### src/rtl/adc_mem_capture_if.sv
// Simple-dual-port BRAM write bus driven by the ADC capture engine.
// The capture engine drives through the master modport; the BRAM or a bench observes through the slave modport.
interface adc_mem_capture_if #(
    parameter int ADDR_WIDTH = 11
);
    logic [ADDR_WIDTH-1:0] addr;
    logic                  wr_en;
    logic [31:0]           data;

    modport master (output addr, wr_en, data);
    modport slave  (input  addr, wr_en, data);
endinterface

### src/rtl/adc_mem_capture.sv
// Records a block of dual-channel ADC samples into BRAM as {2'b0,ch1,2'b0,ch0} words,
// with immediate or trigger-edge start and 1-in-(decim+1) decimation.
module adc_mem_capture #(
    parameter int ADDR_WIDTH = 11,
    parameter int DATA_WIDTH = 14
) (
    input  logic                  clk,
    input  logic                  rst,
    input  logic                  cap_start,
    input  logic                  cap_abort,
    input  logic [ADDR_WIDTH-1:0] cap_len,
    input  logic [7:0]            cap_decim,
    input  logic                  trig_mode,
    input  logic                  trig,
    input  logic                  adc_valid,
    input  logic [DATA_WIDTH-1:0] adc_ch0,
    input  logic [DATA_WIDTH-1:0] adc_ch1,
    adc_mem_capture_if.master     mem,
    output logic                  cap_busy,
    output logic                  cap_done,
    output logic [ADDR_WIDTH:0]   cap_count
);

    typedef enum logic [1:0] {IDLE, ARM, CAPTURE, DONE} state_t;

    state_t                state;
    logic [ADDR_WIDTH-1:0] wr_ptr;
    logic [ADDR_WIDTH-1:0] last_ptr;
    logic [7:0]            decim_q;
    logic [7:0]            decim_cnt;
    logic                  trig_q;

    always_ff @(posedge clk) begin
        if (rst) begin
            state     <= IDLE;
            wr_ptr    <= '0;
            last_ptr  <= '0;
            decim_q   <= '0;
            decim_cnt <= '0;
            trig_q    <= 1'b0;
            mem.addr  <= '0;
            mem.wr_en <= 1'b0;
            mem.data  <= '0;
            cap_busy  <= 1'b0;
            cap_done  <= 1'b0;
            cap_count <= '0;
        end else begin
            mem.wr_en <= 1'b0;
            // Sampled every cycle so a trigger already high at start is not seen as an edge.
            trig_q    <= trig;
            if (cap_abort) begin
                state    <= IDLE;
                cap_busy <= 1'b0;
                cap_done <= 1'b0;
            end else begin
                case (state)
                    IDLE, DONE: begin
                        if (cap_start) begin
                            // len-1 wraps so that len=0 ends on the last buffer address.
                            last_ptr  <= cap_len - 1'b1;
                            decim_q   <= cap_decim;
                            decim_cnt <= '0;
                            wr_ptr    <= '0;
                            cap_count <= '0;
                            cap_done  <= 1'b0;
                            cap_busy  <= 1'b1;
                            state     <= trig_mode ? ARM : CAPTURE;
                        end
                    end
                    ARM: begin
                        if (trig && !trig_q) state <= CAPTURE;
                    end
                    CAPTURE: begin
                        if (adc_valid) begin
                            decim_cnt <= (decim_cnt == decim_q) ? '0 : decim_cnt + 1'b1;
                            if (decim_cnt == '0) begin
                                mem.wr_en <= 1'b1;
                                mem.addr  <= wr_ptr;
                                mem.data  <= {2'b00, adc_ch1, 2'b00, adc_ch0};
                                wr_ptr    <= wr_ptr + 1'b1;
                                cap_count <= cap_count + 1'b1;
                                if (wr_ptr == last_ptr) begin
                                    state    <= DONE;
                                    cap_busy <= 1'b0;
                                    cap_done <= 1'b1;
                                end
                            end
                        end
                    end
                    default: state <= IDLE;
                endcase
            end
        end
    end

endmodule

### src/flat_wrapper.sv
// flat-port wrapper written by rule: the top's interface ports become plain ports
module adc_mem_capture_flat 
#(
    parameter int ADDR_WIDTH = 11,
    parameter int DATA_WIDTH = 14
)
  (clk, rst, cap_start, cap_abort, cap_len, cap_decim, trig_mode, trig, adc_valid, adc_ch0, adc_ch1, cap_busy, cap_done, cap_count, mem_addr, mem_wr_en, mem_data);
  adc_mem_capture_if #(.ADDR_WIDTH(ADDR_WIDTH)) mem_i ();
  input  logic clk;
  input  logic rst;
  input  logic cap_start;
  input  logic cap_abort;
  input  logic [ADDR_WIDTH-1:0] cap_len;
  input  logic [7:0] cap_decim;
  input  logic trig_mode;
  input  logic trig;
  input  logic adc_valid;
  input  logic [DATA_WIDTH-1:0] adc_ch0;
  input  logic [DATA_WIDTH-1:0] adc_ch1;
  output logic cap_busy;
  output logic cap_done;
  output logic [ADDR_WIDTH:0] cap_count;
  output wire logic [$bits(mem_i.addr)-1:0] mem_addr;
  output wire logic [$bits(mem_i.wr_en)-1:0] mem_wr_en;
  output wire logic [$bits(mem_i.data)-1:0] mem_data;
  assign mem_addr = mem_i.addr;
  assign mem_wr_en = mem_i.wr_en;
  assign mem_data = mem_i.data;
  adc_mem_capture #(.ADDR_WIDTH(ADDR_WIDTH), .DATA_WIDTH(DATA_WIDTH)) u_core (.clk(clk), .rst(rst), .cap_start(cap_start), .cap_abort(cap_abort), .cap_len(cap_len), .cap_decim(cap_decim), .trig_mode(trig_mode), .trig(trig), .adc_valid(adc_valid), .adc_ch0(adc_ch0), .adc_ch1(adc_ch1), .mem(mem_i), .cap_busy(cap_busy), .cap_done(cap_done), .cap_count(cap_count));
endmodule
### config.mk
export PLATFORM = sky130hd
export DESIGN_NAME = adc_mem_capture_flat
export DESIGN_NICKNAME = d
export VERILOG_FILES = /design/src/rtl/adc_mem_capture_if.sv /design/src/rtl/adc_mem_capture.sv /design/src/flat_wrapper.sv
export SDC_FILE = /design/constraint.sdc
export NUM_CORES = 1
export LEC_CHECK = 0
export BUFFER_PORTS_ARGS = -buffer_cell sky130_fd_sc_hd__buf_2
export CELL_PAD_IN_SITES_DETAIL_PLACEMENT = 1
export CELL_PAD_IN_SITES_GLOBAL_PLACEMENT = 1
export CORE_ASPECT_RATIO = 1.75
export CORE_UTILIZATION = 38
export CTS_CLUSTER_DIAMETER = 80
export DETAILED_ROUTE_END_ITERATION = 16
export PLACE_DENSITY_LB_ADDON = 0.1
export SETUP_SLACK_MARGIN = 0.1
export SYNTH_ARGS = -nofsm -noshare
export SYNTH_HDL_FRONTEND = slang
export SYNTH_SLANG_ARGS = --single-unit
### constraint.sdc
create_clock -name clk -period 2.9 [get_ports clk]
set_input_delay 0.58 -clock clk [delete_from_list [all_inputs] [get_ports clk]]
set_output_delay 0.58 -clock clk [all_outputs]
set_load 0.03 [all_outputs]
# Word-level counts from Yosys, hierarchy flattened
# Index checks and enable logic that the tools add are counted.
[word_totals]
reg_bits = 95
latch_bits = 0
mem_bits_rw = 0
romBits = 0
input_bits = 54
wordCells = 73
n_memories = 0
[op_classes]
addsub = 4
mul = 0
div_mod_pow = 0
n_lt_le_gt_ge = 0
n_eq_ne = 10
n_shift = 0
n_mux = 30
n_bitwise = 3
n_reduce_logical = 14
[op_table]
columns = ["cell", "n"]
rows = [
  ["$mux 12", 3],
  ["$mux 11", 3],
  ["$mux 8", 3],
  ["$pmux 12 s2", 1],
  ["$pmux 11 s2", 1],
  ["$pmux 8 s2", 1],
  ["$reduce_and 5->1", 3],
  ["$add 12x1->12 const B", 1],
  ["$mux 2", 6],
  ["$add 11x1->11 const B", 1],
  ["$eq 11x11->1", 1],
  ["$sub 11x1->11 const B", 1],
  ["$mux 1", 9],
  ["$add 8x1->8 const B", 1],
  ["$eq 8x8->1", 1],
  ["$logic_not 8->1", 1],
  ["$reduce_and 4->1", 2],
  ["$ne 2x1->1 const B", 3],
  ["$pmux 2 s3", 1],
  ["$eq 2x2->1 const B", 2],
  ["$ne 2x2->1 const B", 2],
  ["$pmux 1 s2", 2],
  ["$reduce_or 2->1", 2],
  ["$reduce_or 4->1", 1],
  ["7 further kinds", 9],
]

# Logic depth before layout (Yosys ltp)
[depth]
word_depth = 5
mapped_depth = 9
mapped_depth_nobuf = 7

# Least setup slack after synthesis
# Ideal clock, no wire load.
[synth_timing]
path_type = "register to register"
startpoint = "reg u_core.state[0]"
endpoint = "reg u_core.decim_cnt[6]"
setup_ns = 0.070
arrival_ns = 2.173
t_required_ns = 2.830
slack_ns = 0.656
stages_incl_launch_ff = 9
n_path_buf = 1
period_less_slack_ns = 2.244
path_cell_list = "dfxtp_1 inv_1 ha_1 nor2b_1 or4_1 clkbuf_1 or3_1 a21o_1 a21oi_1"
[synth_via]
elab_chain_cells = 4
elab_cells_between_ends = 9
[synth_lines]
columns = ["element", "line", "rtl"]
rows = [
  ["start: declaration", "adc_mem_capture.sv:26", "state_t state;"],
  ["start signal: assignment", "adc_mem_capture.sv:67", "state <= trig_mode ? ARM : CAPTURE;"],
  ["$eq 2x2->1 or $logic_not 2->1 (tied branches)", "adc_mem_capture.sv:56", "case (state)"],
  ["$reduce_or 2->1", "adc_mem_capture.sv:56", ""],
  ["$ne 2x2->1 (no source line) or $reduce_bool 2->1 (tied branches)", "--", ""],
  ["$reduce_and 4->1 (no source line)", "--", ""],
  ["end signal: assignment", "adc_mem_capture.sv:75", "decim_cnt <= (decim_cnt == decim_q) ? '0 : decim_cnt + 1'b1;"],
  ["end: declaration", "adc_mem_capture.sv:30", "logic [7:0] decim_cnt;"],
]
# Several ways; a longest one is shown, not always the timed one.
# A chain may end at the register's enable or synchronous reset.

# Worst setup path after layout
# Same ends and word-level chain as after synthesis.

==> results.sh <==
export IMPL_fmax_mhz=407
export IMPL_ys_seq_area_share_pct=45.0
export IMPL_final_cells=746
export IMPL_min_period_ns=2.46
export IMPL_post_cts_setup_buffers=0
export IMPL_first_global_vias=3861
export IMPL_grt_pass1_wl_um=18100
export IMPL_vias_per_cell=5.22
export IMPL_drive_above_1_share_pct=22.4
export IMPL_cap_violations=0
export IMPL_antenna_diode_count=0
export IMPL_crit_fanout=7
export IMPL_wl_um=11400
export IMPL_seq_power_share_pct=48.4
export IMPL_leakagePower_uw=0.00219
export IMPL_antenna_found_initial=0
export IMPL_layout_commonest_cell="nand2_1"
export IMPL_dp_cells=731
export IMPL_intPower_uw=2100
export IMPL_syn_inst=516
export IMPL_vias=3892
export IMPL_num_io_pins=112
export IMPL_post_synth_top_area_cell="dfxtp_1"
export IMPL_fin_area_um2=5140
export IMPL_rows=50
export IMPL_insertion_delay_ns=0.35
export IMPL_start_util_pct=39.3
export IMPL_slew_headroom_pct=53.6
export IMPL_synth_cell_types=44
export IMPL_dpl_hpwl_um=8580
export IMPL_path_class="reg2reg"
export IMPL_grt_max_degree=45
export IMPL_ant_nets=0
export IMPL_worst_pin_slew_ns=0.688
export IMPL_postCtsResizedCells=0
export IMPL_clk_path_buf_depth=2
export IMPL_drc=0
export IMPL_die_w_um=81.7
export IMPL_wl_per_cell_um=15.3
export IMPL_cts_buffers=9
export IMPL_synth_avg_cell_area_um2=8.19
export IMPL_cp_required_ns=3.17
export IMPL_cts_max_level=3
export IMPL_place_congestion=0.802
export IMPL_cp_arrival_ns=2.73
export IMPL_grtUsageTotal_pct=20.3
export IMPL_ys_warn_count=0
export IMPL_setup_viol=0
export IMPL_clk_pin_slew_ns=0.07
export IMPL_switching_power_uw=694
export IMPL_yosys_most_used_dff="dfxtp_1"
export IMPL_ys_top_cells_by_area="dfxtp_1 45%, nand2_1 9.9%, a21oi_1 6.6%"
export IMPL_place_area_um2=4850
export IMPL_netSwitchingFraction_pct=24.9
export IMPL_die_area_um2=11600
export IMPL_dr_pass1_iters=4
export IMPL_core_um2=10800
export IMPL_comb_power_share_pct=9.0
export IMPL_hold_path_class="reg2reg"
export IMPL_cts_root_buf="clkbuf_16"
export IMPL_synth_edf_count=0
export IMPL_drt_iter0_markers=88
export IMPL_async_reset_ff_share_pct=0
export IMPL_skew_ns=0.00928
export IMPL_syn_to_final_growth_pct=21.7
export IMPL_cts_tree="built"
export IMPL_layout_nets=674
export IMPL_finalMaxSlewViolations=0
export IMPL_rsz0062_at_grt="no"
export IMPL_fin_crit_sh_pct=84.7
export IMPL_endpoint_kind="flip-flop"
export IMPL_portBuffers=107
export IMPL_synth_top_cell_area_share_pct=45.0
export IMPL_layout_common_cells="112 x nand2_1, 107 x buf_2, 95 x dfxtp_1"
export IMPL_clock_sinks=95
export IMPL_grt_remaining_overflow=0
export IMPL_power_share_clock_pct=42.6
export IMPL_cts_hold_fix_buffers=0
export IMPL_power_density_nw_per_um2=543
export IMPL_hold_viol=0
export IMPL_dieHeight_um=141
export IMPL_startpoint_type="flip-flop"
export IMPL_setup_tns_final_ns=0
export IMPL_ys_ff_latch=95
export IMPL_peakVddDrop_mv=0.285
export IMPL_outcome="complete, no violations"
export IMPL_syn_area_um2=4230
## worst max-delay path: stages (launching register included)
cell and delay [ns]:
dfxtp_1 0.38, inv_1 0.06, ha_1 0.37, nor2b_1 0.23, or4_1 0.64, or3_1 0.40
a21o_1 0.18, a21oi_1 0.13
## synth_stat cells (2+ instances only)
cell / instances
inv_1: 12
xnor2_1: 16
nor2b_1: 5
ha_1: 8
and2_1: 5
nor3_1: 5
and3_1: 4
or4_1: 3
a21o_1: 3
nor4_1: 7
nand3_1: 13
clkbuf_1: 22
a211oi_1: 9
dfxtp_1: 95
nand2_1: 112
xor2_1: 24
nor4b_1: 2
a22o_1: 5
or3_1: 10
a311oi_1: 2
nor2_1: 39
buf_1: 2
buf_2: 3
nand4_1: 12
mux2_2: 2
buf_4: 6
a21oi_1: 56
mux2i_1: 2
o21ai_0: 16
and4_1: 2
## final cells by class
class / count / area [µm²]
Tap cell: 130 / 163
Clock inverter: 6 / 71.3
Fill cell: 1374 / 5620
Clock buffer: 9 / 225
Multi-Input combinational cell: 379 / 2140
Sequential cell: 95 / 1900
Inverter: 12 / 45.0
Timing Repair Buffer: 115 / 596
## final timing paths
path	start	endpoint	slack (ns)	cells after the start
worst min register to register	u_core.mem.data[29]	u_core.mem.data[29]	0.45	2
worst max-delay path	u_core.state[0]	u_core.decim_cnt[6]	0.44	7
worst max register to register	u_core.state[0]	u_core.decim_cnt[6]	0.44	7
worst min-delay path	u_core.mem.data[29]	u_core.mem.data[29]	0.45	2
## per-layer routing
layer	share of wire, %	vias up	track usage (%)	wire [µm]
met5	0	-	0	0
met4	2.8	0	9.51	319
met3	4.4	24	3.09	498
met2	54	85	38.4	6140
met1	39	1850	20.9	4470
li1	-	1933	-	-
## per-stage QoR
stage                     util [%]  total power [µW]  setup WS (ns)  hold slack, ns
after floorplan                  -              1550          0.656           0.449
after global placement        45.0              1630          0.495           0.438
after detailed placement      45.0              1640          0.448           0.447
after CTS                     47.8              2820          0.423           0.457
after global routing          47.8              2900          0.311           0.467
final                         47.8              2790          0.443           0.452
## power groups by stage
stage | registers [µW] | logic, µW | clock network [µW]
floorplan | 1390 | 155 | 0
global placement | 1380 | 250 | 0
detailed placement | 1380 | 253 | 0
CTS | 1350 | 254 | 1220
global route | 1360 | 279 | 1270
finish | 1350 | 251 | 1190
## flip-flops by register name, summed over array words and instances, names as in the netlist
signal / flops
u_core.last_ptr: 11
u_core.decim_q: 8
u_core.state: 2
u_core.cap_done: 1
u_core.mem.data: 28
u_core.cap_count: 12
u_core.trig_q: 1
u_core.cap_busy: 1
u_core.decim_cnt: 8
u_core.mem.wr_en: 1
u_core.mem.addr: 11
u_core.wr_ptr: 11
## kinds of logic after synthesis
| group | count (synthesis) | synth area share, % |
|---|---|---|
| AO/OA/AOI/OAI | 97 | 13.7 |
| XOR/XNOR | 40 | 8.29 |
| other | 1 | 0.0888 |
| multiplexers | 4 | 1.01 |
| buffers and inverters | 45 | 4.62 |
| AND/OR/NAND/NOR | 226 | 24.9 |
| adder cells (fa/ha/maj) | 8 | 2.37 |
| flip-flops | 95 | 45.0 |
Power figures use the tool's default switching activity.
